### src/rtl/shaft_odometer_pkg.sv
// Shared constants and target FSM encoding for the shaft odometer and its
// downstream drive state machine.
package shaft_odometer_pkg;

    typedef enum logic [1:0] {
        TGT_IDLE  = 2'b00,
        TGT_ARMED = 2'b01,
        TGT_DONE  = 2'b10
    } tgt_state_e;

    // Defaults assume a 50 MHz clock.
    localparam int unsigned DEF_DEBOUNCE_CYCLES     = 500;
    localparam int unsigned DEF_SPEED_WINDOW_CYCLES = 5_000_000;
    localparam int unsigned DEF_STALL_WINDOWS       = 3;

    localparam int unsigned ODO_DIST_W  = 16;
    localparam int unsigned ODO_SPEED_W = 8;

endpackage

### src/rtl/shaft_odometer_if.sv
// Pulse-count target command/status bundle between the drive FSM (master)
// and the odometer (slave).
interface shaft_odometer_if
    import shaft_odometer_pkg::*;
#(
    parameter int unsigned DIST_W = ODO_DIST_W
);
    logic              targetValid;
    logic [DIST_W-1:0] targetPulses;
    logic              targetAbort;
    logic              targetBusy;
    logic              targetDone;

    modport master (
        output targetValid, targetPulses, targetAbort,
        input  targetBusy, targetDone
    );

    modport slave (
        input  targetValid, targetPulses, targetAbort,
        output targetBusy, targetDone
    );
endinterface

### src/rtl/shaft_channel.sv
// One wheel: synchroniser, debounce, rising-edge tick, distance, per-window
// speed capture and stall detection.
module shaft_channel
    import shaft_odometer_pkg::*;
#(
    parameter int unsigned DEBOUNCE_CYCLES = DEF_DEBOUNCE_CYCLES,
    parameter int unsigned STALL_WINDOWS   = DEF_STALL_WINDOWS,
    parameter int unsigned DIST_W          = ODO_DIST_W,
    parameter int unsigned SPEED_W         = ODO_SPEED_W
) (
    input  logic               clk,
    input  logic               rst,
    input  logic               pulse_i,
    input  logic               motor_on_i,
    input  logic               clear_dist_i,
    input  logic               win_end_i,
    output logic               tick_o,
    output logic [DIST_W-1:0]  dist_o,
    output logic [SPEED_W-1:0] speed_o,
    output logic               stall_o
);
    localparam int unsigned DB_W = (DEBOUNCE_CYCLES > 1) ? $clog2(DEBOUNCE_CYCLES) : 1;
    localparam int unsigned ZC_W = (STALL_WINDOWS > 0) ? $clog2(STALL_WINDOWS + 1) : 1;
    localparam logic [DB_W-1:0] DB_LAST   = DB_W'(DEBOUNCE_CYCLES - 1);
    localparam logic [ZC_W-1:0] STALL_MAX = ZC_W'(STALL_WINDOWS);

    logic [1:0]         sync_q;
    logic [1:0]         seed_q, seed_d;
    logic               deb_q, deb_d;
    logic [DB_W-1:0]    db_cnt_q, db_cnt_d;
    logic               tick_q, rise;
    logic [DIST_W-1:0]  dist_q, dist_d;
    logic [SPEED_W-1:0] win_cnt_q, win_cnt_d, win_total;
    logic [SPEED_W-1:0] speed_q, speed_d;
    logic [ZC_W-1:0]    zero_cnt_q, zero_cnt_d;

    always_comb begin
        seed_d   = seed_q;
        deb_d    = deb_q;
        db_cnt_d = '0;
        // The first valid synchroniser sample after reset is adopted silently,
        // so a level already present at release never counts as a tick.
        if (seed_q != 2'd3) begin
            seed_d = seed_q + 2'd1;
            if (seed_q == 2'd2) deb_d = sync_q[1];
        end else if (sync_q[1] != deb_q) begin
            if (db_cnt_q == DB_LAST) deb_d = sync_q[1];
            else                     db_cnt_d = db_cnt_q + 1'b1;
        end
        rise = (seed_q == 2'd3) && !deb_q && deb_d;

        dist_d = dist_q;
        if (clear_dist_i)                dist_d = '0;
        else if (tick_q && dist_q != '1) dist_d = dist_q + 1'b1;

        win_total = (tick_q && win_cnt_q != '1) ? win_cnt_q + 1'b1 : win_cnt_q;
        win_cnt_d = win_end_i ? '0 : win_total;
        speed_d   = win_end_i ? win_total : speed_q;

        zero_cnt_d = zero_cnt_q;
        if (rise || !motor_on_i)
            zero_cnt_d = '0;
        else if (win_end_i && win_total == '0 && zero_cnt_q < STALL_MAX)
            zero_cnt_d = zero_cnt_q + 1'b1;
    end

    always_ff @(posedge clk) begin
        if (rst) begin
            sync_q     <= '0;
            seed_q     <= '0;
            deb_q      <= 1'b0;
            db_cnt_q   <= '0;
            tick_q     <= 1'b0;
            dist_q     <= '0;
            win_cnt_q  <= '0;
            speed_q    <= '0;
            zero_cnt_q <= '0;
        end else begin
            sync_q     <= {sync_q[0], pulse_i};
            seed_q     <= seed_d;
            deb_q      <= deb_d;
            db_cnt_q   <= db_cnt_d;
            tick_q     <= rise;
            dist_q     <= dist_d;
            win_cnt_q  <= win_cnt_d;
            speed_q    <= speed_d;
            zero_cnt_q <= zero_cnt_d;
        end
    end

    assign tick_o  = tick_q;
    assign dist_o  = dist_q;
    assign speed_o = speed_q;
    assign stall_o = (zero_cnt_q >= STALL_MAX);

endmodule

### src/rtl/shaft_odometer.sv
// Dual-wheel shaft odometer: shared speed window, two wheel channels and the
// armed pulse-count target FSM used to time turns and back-ups.
module shaft_odometer
    import shaft_odometer_pkg::*;
#(
    parameter int unsigned DEBOUNCE_CYCLES     = DEF_DEBOUNCE_CYCLES,
    parameter int unsigned SPEED_WINDOW_CYCLES = DEF_SPEED_WINDOW_CYCLES,
    parameter int unsigned STALL_WINDOWS       = DEF_STALL_WINDOWS,
    parameter int unsigned DIST_W              = ODO_DIST_W,
    parameter int unsigned SPEED_W             = ODO_SPEED_W
) (
    input  logic               clk,
    input  logic               rst,
    input  logic               shaftPulseL,
    input  logic               shaftPulseR,
    input  logic               motorOn,
    input  logic               clearDist,
    shaft_odometer_if.slave    tgt,
    output logic [DIST_W-1:0]  distL,
    output logic [DIST_W-1:0]  distR,
    output logic [SPEED_W-1:0] speedL,
    output logic [SPEED_W-1:0] speedR,
    output logic               speedValid,
    output logic               stallL,
    output logic               stallR
);
    localparam int unsigned WIN_W = $clog2(SPEED_WINDOW_CYCLES + 1);
    localparam logic [WIN_W-1:0] WIN_LAST = WIN_W'(SPEED_WINDOW_CYCLES - 1);

    logic [WIN_W-1:0]  win_q;
    logic              win_end;
    logic              valid_q;
    logic              tick_l, tick_r;
    tgt_state_e        state_q, state_d;
    logic [DIST_W-1:0] target_q, target_d;
    logic [DIST_W-1:0] since_l_q, since_l_d;
    logic [DIST_W-1:0] since_r_q, since_r_d;
    logic              busy_q, done_q;

    assign win_end = (win_q == WIN_LAST);

    shaft_channel #(
        .DEBOUNCE_CYCLES (DEBOUNCE_CYCLES),
        .STALL_WINDOWS   (STALL_WINDOWS),
        .DIST_W          (DIST_W),
        .SPEED_W         (SPEED_W)
    ) u_left (
        .clk          (clk),
        .rst          (rst),
        .pulse_i      (shaftPulseL),
        .motor_on_i   (motorOn),
        .clear_dist_i (clearDist),
        .win_end_i    (win_end),
        .tick_o       (tick_l),
        .dist_o       (distL),
        .speed_o      (speedL),
        .stall_o      (stallL)
    );

    shaft_channel #(
        .DEBOUNCE_CYCLES (DEBOUNCE_CYCLES),
        .STALL_WINDOWS   (STALL_WINDOWS),
        .DIST_W          (DIST_W),
        .SPEED_W         (SPEED_W)
    ) u_right (
        .clk          (clk),
        .rst          (rst),
        .pulse_i      (shaftPulseR),
        .motor_on_i   (motorOn),
        .clear_dist_i (clearDist),
        .win_end_i    (win_end),
        .tick_o       (tick_r),
        .dist_o       (distR),
        .speed_o      (speedR),
        .stall_o      (stallR)
    );

    always_comb begin
        state_d   = state_q;
        target_d  = target_q;
        since_l_d = since_l_q;
        since_r_d = since_r_q;
        if (tgt.targetAbort) begin
            state_d = TGT_IDLE;
        end else if (tgt.targetValid) begin
            state_d   = TGT_ARMED;
            target_d  = tgt.targetPulses;
            since_l_d = '0;
            since_r_d = '0;
        end else begin
            unique case (state_q)
                TGT_ARMED: begin
                    if (since_l_q >= target_q && since_r_q >= target_q) state_d = TGT_DONE;
                    if (tick_l && since_l_q != '1) since_l_d = since_l_q + 1'b1;
                    if (tick_r && since_r_q != '1) since_r_d = since_r_q + 1'b1;
                end
                TGT_IDLE, TGT_DONE: ;
                default: state_d = TGT_IDLE;
            endcase
        end
    end

    always_ff @(posedge clk) begin
        if (rst) begin
            win_q     <= '0;
            valid_q   <= 1'b0;
            state_q   <= TGT_IDLE;
            target_q  <= '0;
            since_l_q <= '0;
            since_r_q <= '0;
            busy_q    <= 1'b0;
            done_q    <= 1'b0;
        end else begin
            win_q     <= win_end ? '0 : win_q + 1'b1;
            valid_q   <= win_end;
            state_q   <= state_d;
            target_q  <= target_d;
            since_l_q <= since_l_d;
            since_r_q <= since_r_d;
            busy_q    <= (state_d == TGT_ARMED);
            done_q    <= (state_d == TGT_DONE);
        end
    end

    assign speedValid     = valid_q;
    assign tgt.targetBusy = busy_q;
    assign tgt.targetDone = done_q;

endmodule

### src/flat_wrapper.sv
// flat-port wrapper written by rule: the top's interface ports become plain ports
module shaft_odometer_flat import shaft_odometer_pkg::*;
#(
    parameter int unsigned DEBOUNCE_CYCLES     = DEF_DEBOUNCE_CYCLES,
    parameter int unsigned SPEED_WINDOW_CYCLES = DEF_SPEED_WINDOW_CYCLES,
    parameter int unsigned STALL_WINDOWS       = DEF_STALL_WINDOWS,
    parameter int unsigned DIST_W              = ODO_DIST_W,
    parameter int unsigned SPEED_W             = ODO_SPEED_W
)
  (clk, rst, shaftPulseL, shaftPulseR, motorOn, clearDist, distL, distR, speedL, speedR, speedValid, stallL, stallR, tgt_targetValid, tgt_targetPulses, tgt_targetAbort, tgt_targetBusy, tgt_targetDone);
  shaft_odometer_if #(.DIST_W(DIST_W)) tgt_i ();
  input  logic clk;
  input  logic rst;
  input  logic shaftPulseL;
  input  logic shaftPulseR;
  input  logic motorOn;
  input  logic clearDist;
  output logic [DIST_W-1:0] distL;
  output logic [DIST_W-1:0] distR;
  output logic [SPEED_W-1:0] speedL;
  output logic [SPEED_W-1:0] speedR;
  output logic speedValid;
  output logic stallL;
  output logic stallR;
  input wire logic [$bits(tgt_i.targetValid)-1:0] tgt_targetValid;
  input wire logic [$bits(tgt_i.targetPulses)-1:0] tgt_targetPulses;
  input wire logic [$bits(tgt_i.targetAbort)-1:0] tgt_targetAbort;
  output wire logic [$bits(tgt_i.targetBusy)-1:0] tgt_targetBusy;
  output wire logic [$bits(tgt_i.targetDone)-1:0] tgt_targetDone;
  assign tgt_i.targetValid = tgt_targetValid;
  assign tgt_i.targetPulses = tgt_targetPulses;
  assign tgt_i.targetAbort = tgt_targetAbort;
  assign tgt_targetBusy = tgt_i.targetBusy;
  assign tgt_targetDone = tgt_i.targetDone;
  shaft_odometer #(.DEBOUNCE_CYCLES(DEBOUNCE_CYCLES), .SPEED_WINDOW_CYCLES(SPEED_WINDOW_CYCLES), .STALL_WINDOWS(STALL_WINDOWS), .DIST_W(DIST_W), .SPEED_W(SPEED_W)) u_core (.clk(clk), .rst(rst), .shaftPulseL(shaftPulseL), .shaftPulseR(shaftPulseR), .motorOn(motorOn), .clearDist(clearDist), .tgt(tgt_i), .distL(distL), .distR(distR), .speedL(speedL), .speedR(speedR), .speedValid(speedValid), .stallL(stallL), .stallR(stallR));
endmodule
### config.mk
export PLATFORM = sky130hd
export DESIGN_NAME = shaft_odometer_flat
export DESIGN_NICKNAME = d
export VERILOG_FILES = /design/src/rtl/shaft_odometer_pkg.sv /design/src/rtl/shaft_odometer_if.sv /design/src/rtl/shaft_channel.sv /design/src/rtl/shaft_odometer.sv /design/src/flat_wrapper.sv
export SDC_FILE = /design/constraint.sdc
export NUM_CORES = 1
export LEC_CHECK = 0
export ABC_AREA = 1
export ABC_CLOCK_PERIOD_IN_PS = 3300
export BUFFER_PORTS_ARGS = -buffer_cell sky130_fd_sc_hd__buf_2
export CAP_MARGIN = 20
export CORE_MARGIN = 2
export CORE_UTILIZATION = 35
export CTS_CLUSTER_DIAMETER = 60
export DETAILED_ROUTE_END_ITERATION = 12
export GPL_ROUTABILITY_DRIVEN = 1
export PLACE_DENSITY = 0.6
export SYNTH_ARGS = -nofsm -noshare
export SYNTH_HDL_FRONTEND = slang
export SYNTH_SLANG_ARGS = --single-unit
export TNS_END_PERCENT = 5
### constraint.sdc
create_clock -name clk -period 3.3 [get_ports clk]
set_input_delay 0.33 -clock clk [delete_from_list [all_inputs] [get_ports clk]]
set_output_delay 0.33 -clock clk [all_outputs]
set_load 0.005 [all_outputs]
==> run_results.csv <==
group,metric,value,unit
synth,synth_area,9270,um^2
timing,relSlewSlack,0.472,
drt,met3RoutedLength,660,um
timing,tightestPinTransition,0.792,ns
floorplanning,rows,59,
clocking,cts_resized,0,
drt,drc_errors,0,
timing,finalCritPeriodShare,0.674,
clocking,clock_sinks,174,
synth,yosysTopAreaCell,"dfxtp_1",
drt,via_count,8359,
floorplanning,die_h,167,um
power,clkPwrFrac,0.469,
drt,ant_nets,0,
place,post-dp-hpwl,15700,um
final_layout,area_delta_synth_final,13.7,%
drt,wl_met1,11000,um
clocking,htreeDepth,4,
critical_path,cp_slowest_cell,"dfxtp_1",
clocking,cts_setup_buffers,0,
clocking,clk_pin_slew,0.07,ns
critical_path,cp.arrival,2.53,ns
synth,synth_top_area_frac,0.376,
synth,synthTopCellsByArea,"dfxtp_1 (38%), nand2_1 (12%), nor2_1 (7.2%)",
clocking,cts_tree,"built",
clocking,clock-root-buffer,"clkbuf_16",
drt,drt_first_pass_iters,7,
power,leakage,0.00433,uW
timing,period_needed,2.22,ns
clocking,clk_path_buf_depth,2,
global_routing,antenna_found_initial,0,
critical_path,slowest_delay,0.40,ns
synth,yosys_register_bits,174,
drt,avgRoutedWirePerCell,12.1,um
floorplanning,die_w,167,um
synth,synthXorXnorAreaFrac,0.0265,
drt,route.top_layer_used,"met4",
timing,rsz0062_at_grt,"false",
synth,synth_ff_type,"dfxtp_1",
critical_path,path_class,"reg2reg",
timing,skew,0.0112,ns
power,combPwrFrac,0.053,
power,internal_power,3420,uW
power,p_sw,1080,uW
floorplanning,initial_core_util,0.356,
global_routing,grt_first_pass_wirelength,36500,um
drt,drtIter0Drc,525,
synth,synthMuxAreaShare,0,
synth,ys.warnings.count,0,
floorplanning,core_area,26100,um^2
synth,synth_compound_area_frac,0.118,
drt,met2WireLength,9300,um
global_routing,grt_pass1_vias,7692,
final_layout,nets,1477,
power,p_seq_frac,0.478,
global_routing,grt_remaining_overflow,0,
clocking,cts_hold_buf,0,
floorplanning,dieArea,27800,um^2
synth,yosysSeqAreaShare,0.376,
synth,synthArstFlopShare,0,
drt,viasPerCell,4.77,
clocking,cts_buffers,17,
global_routing,track_usage,0.156,
place,port_buffers,76,
final_layout,antennaDiodeCount,0,
final_layout,fin_util,0.405,
run_status,outcome,"finished, final reports clean",
power,power.total,4500,uW
timing,finalSetupViolCount,0,
timing,final.setup.tns,0,ns
timing,hold_viol_final,0,
critical_path,start_kind,"flop",
critical_path,cp-end-kind,"flop",
final_layout,fillers,2693,
floorplanning,ios,77,
hold_path,hold_path.class,"in2reg",
clocking,clock_latency,0.43,ns
synth,synth_cell_types,46,
power,switching_share,0.240,
place,place_congestion,0.811,
critical_path,crit_required,3.60,ns
timing,timing.hold.ws,0.109,ns
power,max-vdd-ir-drop,291,uV
synth,yosys.area_share.adder,0.0635,
final_layout,drive_gt1_frac,0.117,
critical_path,path_cells,"ha_1 > nand2_1 > nor3_4 > nand3_4 > nand2_4 > inv_2 > o21ai_0 > a21oi_1",
synth,synth_top_family_by_area,"simple AND/OR/NAND/NOR gates",
synth,synth-edff-count,0,
timing,fmax,0.450,GHz
synth,synthSimpleGateAreaFrac,0.327,
critical_path,crit_fanout,34,
synth,synthCells,1338,
drt,routed_wl,21300,um
global_routing,grt_max_degree,36,
synth,syn_area_per_cell,6.93,um^2
synth,syn_nets,1409,
timing,drv_slew,0,
power,p_per_area,427,nW/um^2
flow_run,max-cap-violations,0,
cells by family after synthesis:
| family | Yosys count |
|---|---|
| buffers and inverters | 206 |
| adder cells (fa/ha/maj) | 47 |
| flip-flops | 174 |
| AND/OR/NAND/NOR | 678 |
| AO/OA/AOI/OAI | 205 |
| XOR/XNOR | 28 |
cell usage in the layout (no fill, tap or decap), types with 5 or more instances in the layout:
| cell | count |
|---|---|
| a31oi_1 | 6 |
| o21ai_0 | 57 |
| a21oi_1 | 102 |
| nand2_2 | 9 |
| nand4_1 | 32 |
| clkbuf_16 | 17 |
| o21ai_1 | 21 |
| nor3_1 | 40 |
| inv_1 | 165 |
| inv_2 | 7 |
| o21bai_1 | 7 |
| nor2_4 | 6 |
| buf_2 | 76 |
| xor2_1 | 23 |
| dfxtp_1 | 174 |
| ha_1 | 47 |
| xnor2_1 | 5 |
| nand2_1 | 302 |
| buf_4 | 6 |
| nor2_1 | 179 |
| nor2_2 | 11 |
| nand3_1 | 69 |
path summary, 6_finish.rpt:
| kind | startpoint | end | slack, ns | cells past startpoint |
|---|---|---|---|---|
| hold / removal | shaftPulseR | u_core.u_right.sync_q[0] | 0.11 | 3 |
| hold reg to reg | u_core.u_right.sync_q[0] | u_core.u_right.sync_q[1] | 0.40 | 2 |
| setup reg to reg | u_core.win_q[0] | u_core.win_q[16] | 1.08 | 8 |
| setup / recovery | u_core.win_q[0] | u_core.win_q[16] | 1.08 | 8 |
per-layer routing:
layer,GRT usage,up-vias
met3,0.0276,16
met2,0.246,111
met5,0,-
met4,0.0416,0
li1,-,4488
met1,0.218,3744
state kept, by name, summed over array words and instances (netlist names), 8 cells and up:
name and flops:
u_core.win_q 23, u_core.since_l_q 16, u_core.since_r_q 16, u_core.target_q 16, u_core.u_left.dist_o 16, u_core.u_right.dist_o 16
u_core.u_left.db_cnt_q 9, u_core.u_right.db_cnt_q 9, u_core.u_left.speed_o 8, u_core.u_left.win_cnt_q 8, u_core.u_right.speed_o 8, u_core.u_right.win_cnt_q 8
cells in the mapped netlist, types with 4 or more instances:
library cell	number
a21oi_1	102
a31oi_1	6
buf_2	13
buf_4	4
clkbuf_1	11
dfxtp_1	174
ha_1	47
inv_1	165
inv_2	7
nand2_1	302
nand2_2	9
nand2_4	4
nand3_1	69
nand4_1	32
nor2_1	179
nor2_2	11
nor2_4	6
nor3_1	40
nor3b_1	4
nor4_1	4
o21ai_0	57
o21ai_1	21
o21bai_1	7
xnor2_1	5
xor2_1	23
critical path, delay by kind of cell (launching register included):
family / cells / cell delay (ns)
AOI/OAI and AO/OA: 2 / 0.28
adders and majority gates: 1 / 0.22
and+or+nand+nor: 4 / 0.90
buffers and inverters: 1 / 0.30
DFF: 1 / 0.40
power by group through the flow:
stage	sequential (uW)	combinational, uW	clock (uW)
6_report	2150	239	2110
5_1_grt	2150	276	2250
4_1_cts	2150	242	2180
3_5_place_dp	2200	241	0
3_3_place_gp	2200	234	0
2_1_floorplan	2200	176	0
per-stage QoR:
stage	setup WS [ns]	cell area [um^2]	cells
final	1.08	10500	1754
after global routing	0.817	10500	1754
after CTS	1.06	10500	1754
after detailed placement	1.07	9930	1722
after global placement	1.16	9930	1722
after floorplan	1.73	9270	1338
cell type report:
cell class                 count  area [um^2]  share of cell area
multi-input combinational    958         4950               0.470
sequential                   174         3480               0.330
inverter                     173          652              0.0618
clock buffer                  18          429              0.0407
timing repair buffer          82          425              0.0404
tap                          335          419              0.0398
clock inverter                14          178              0.0169
No activity file was read; power rests on OpenSTA's default activity.
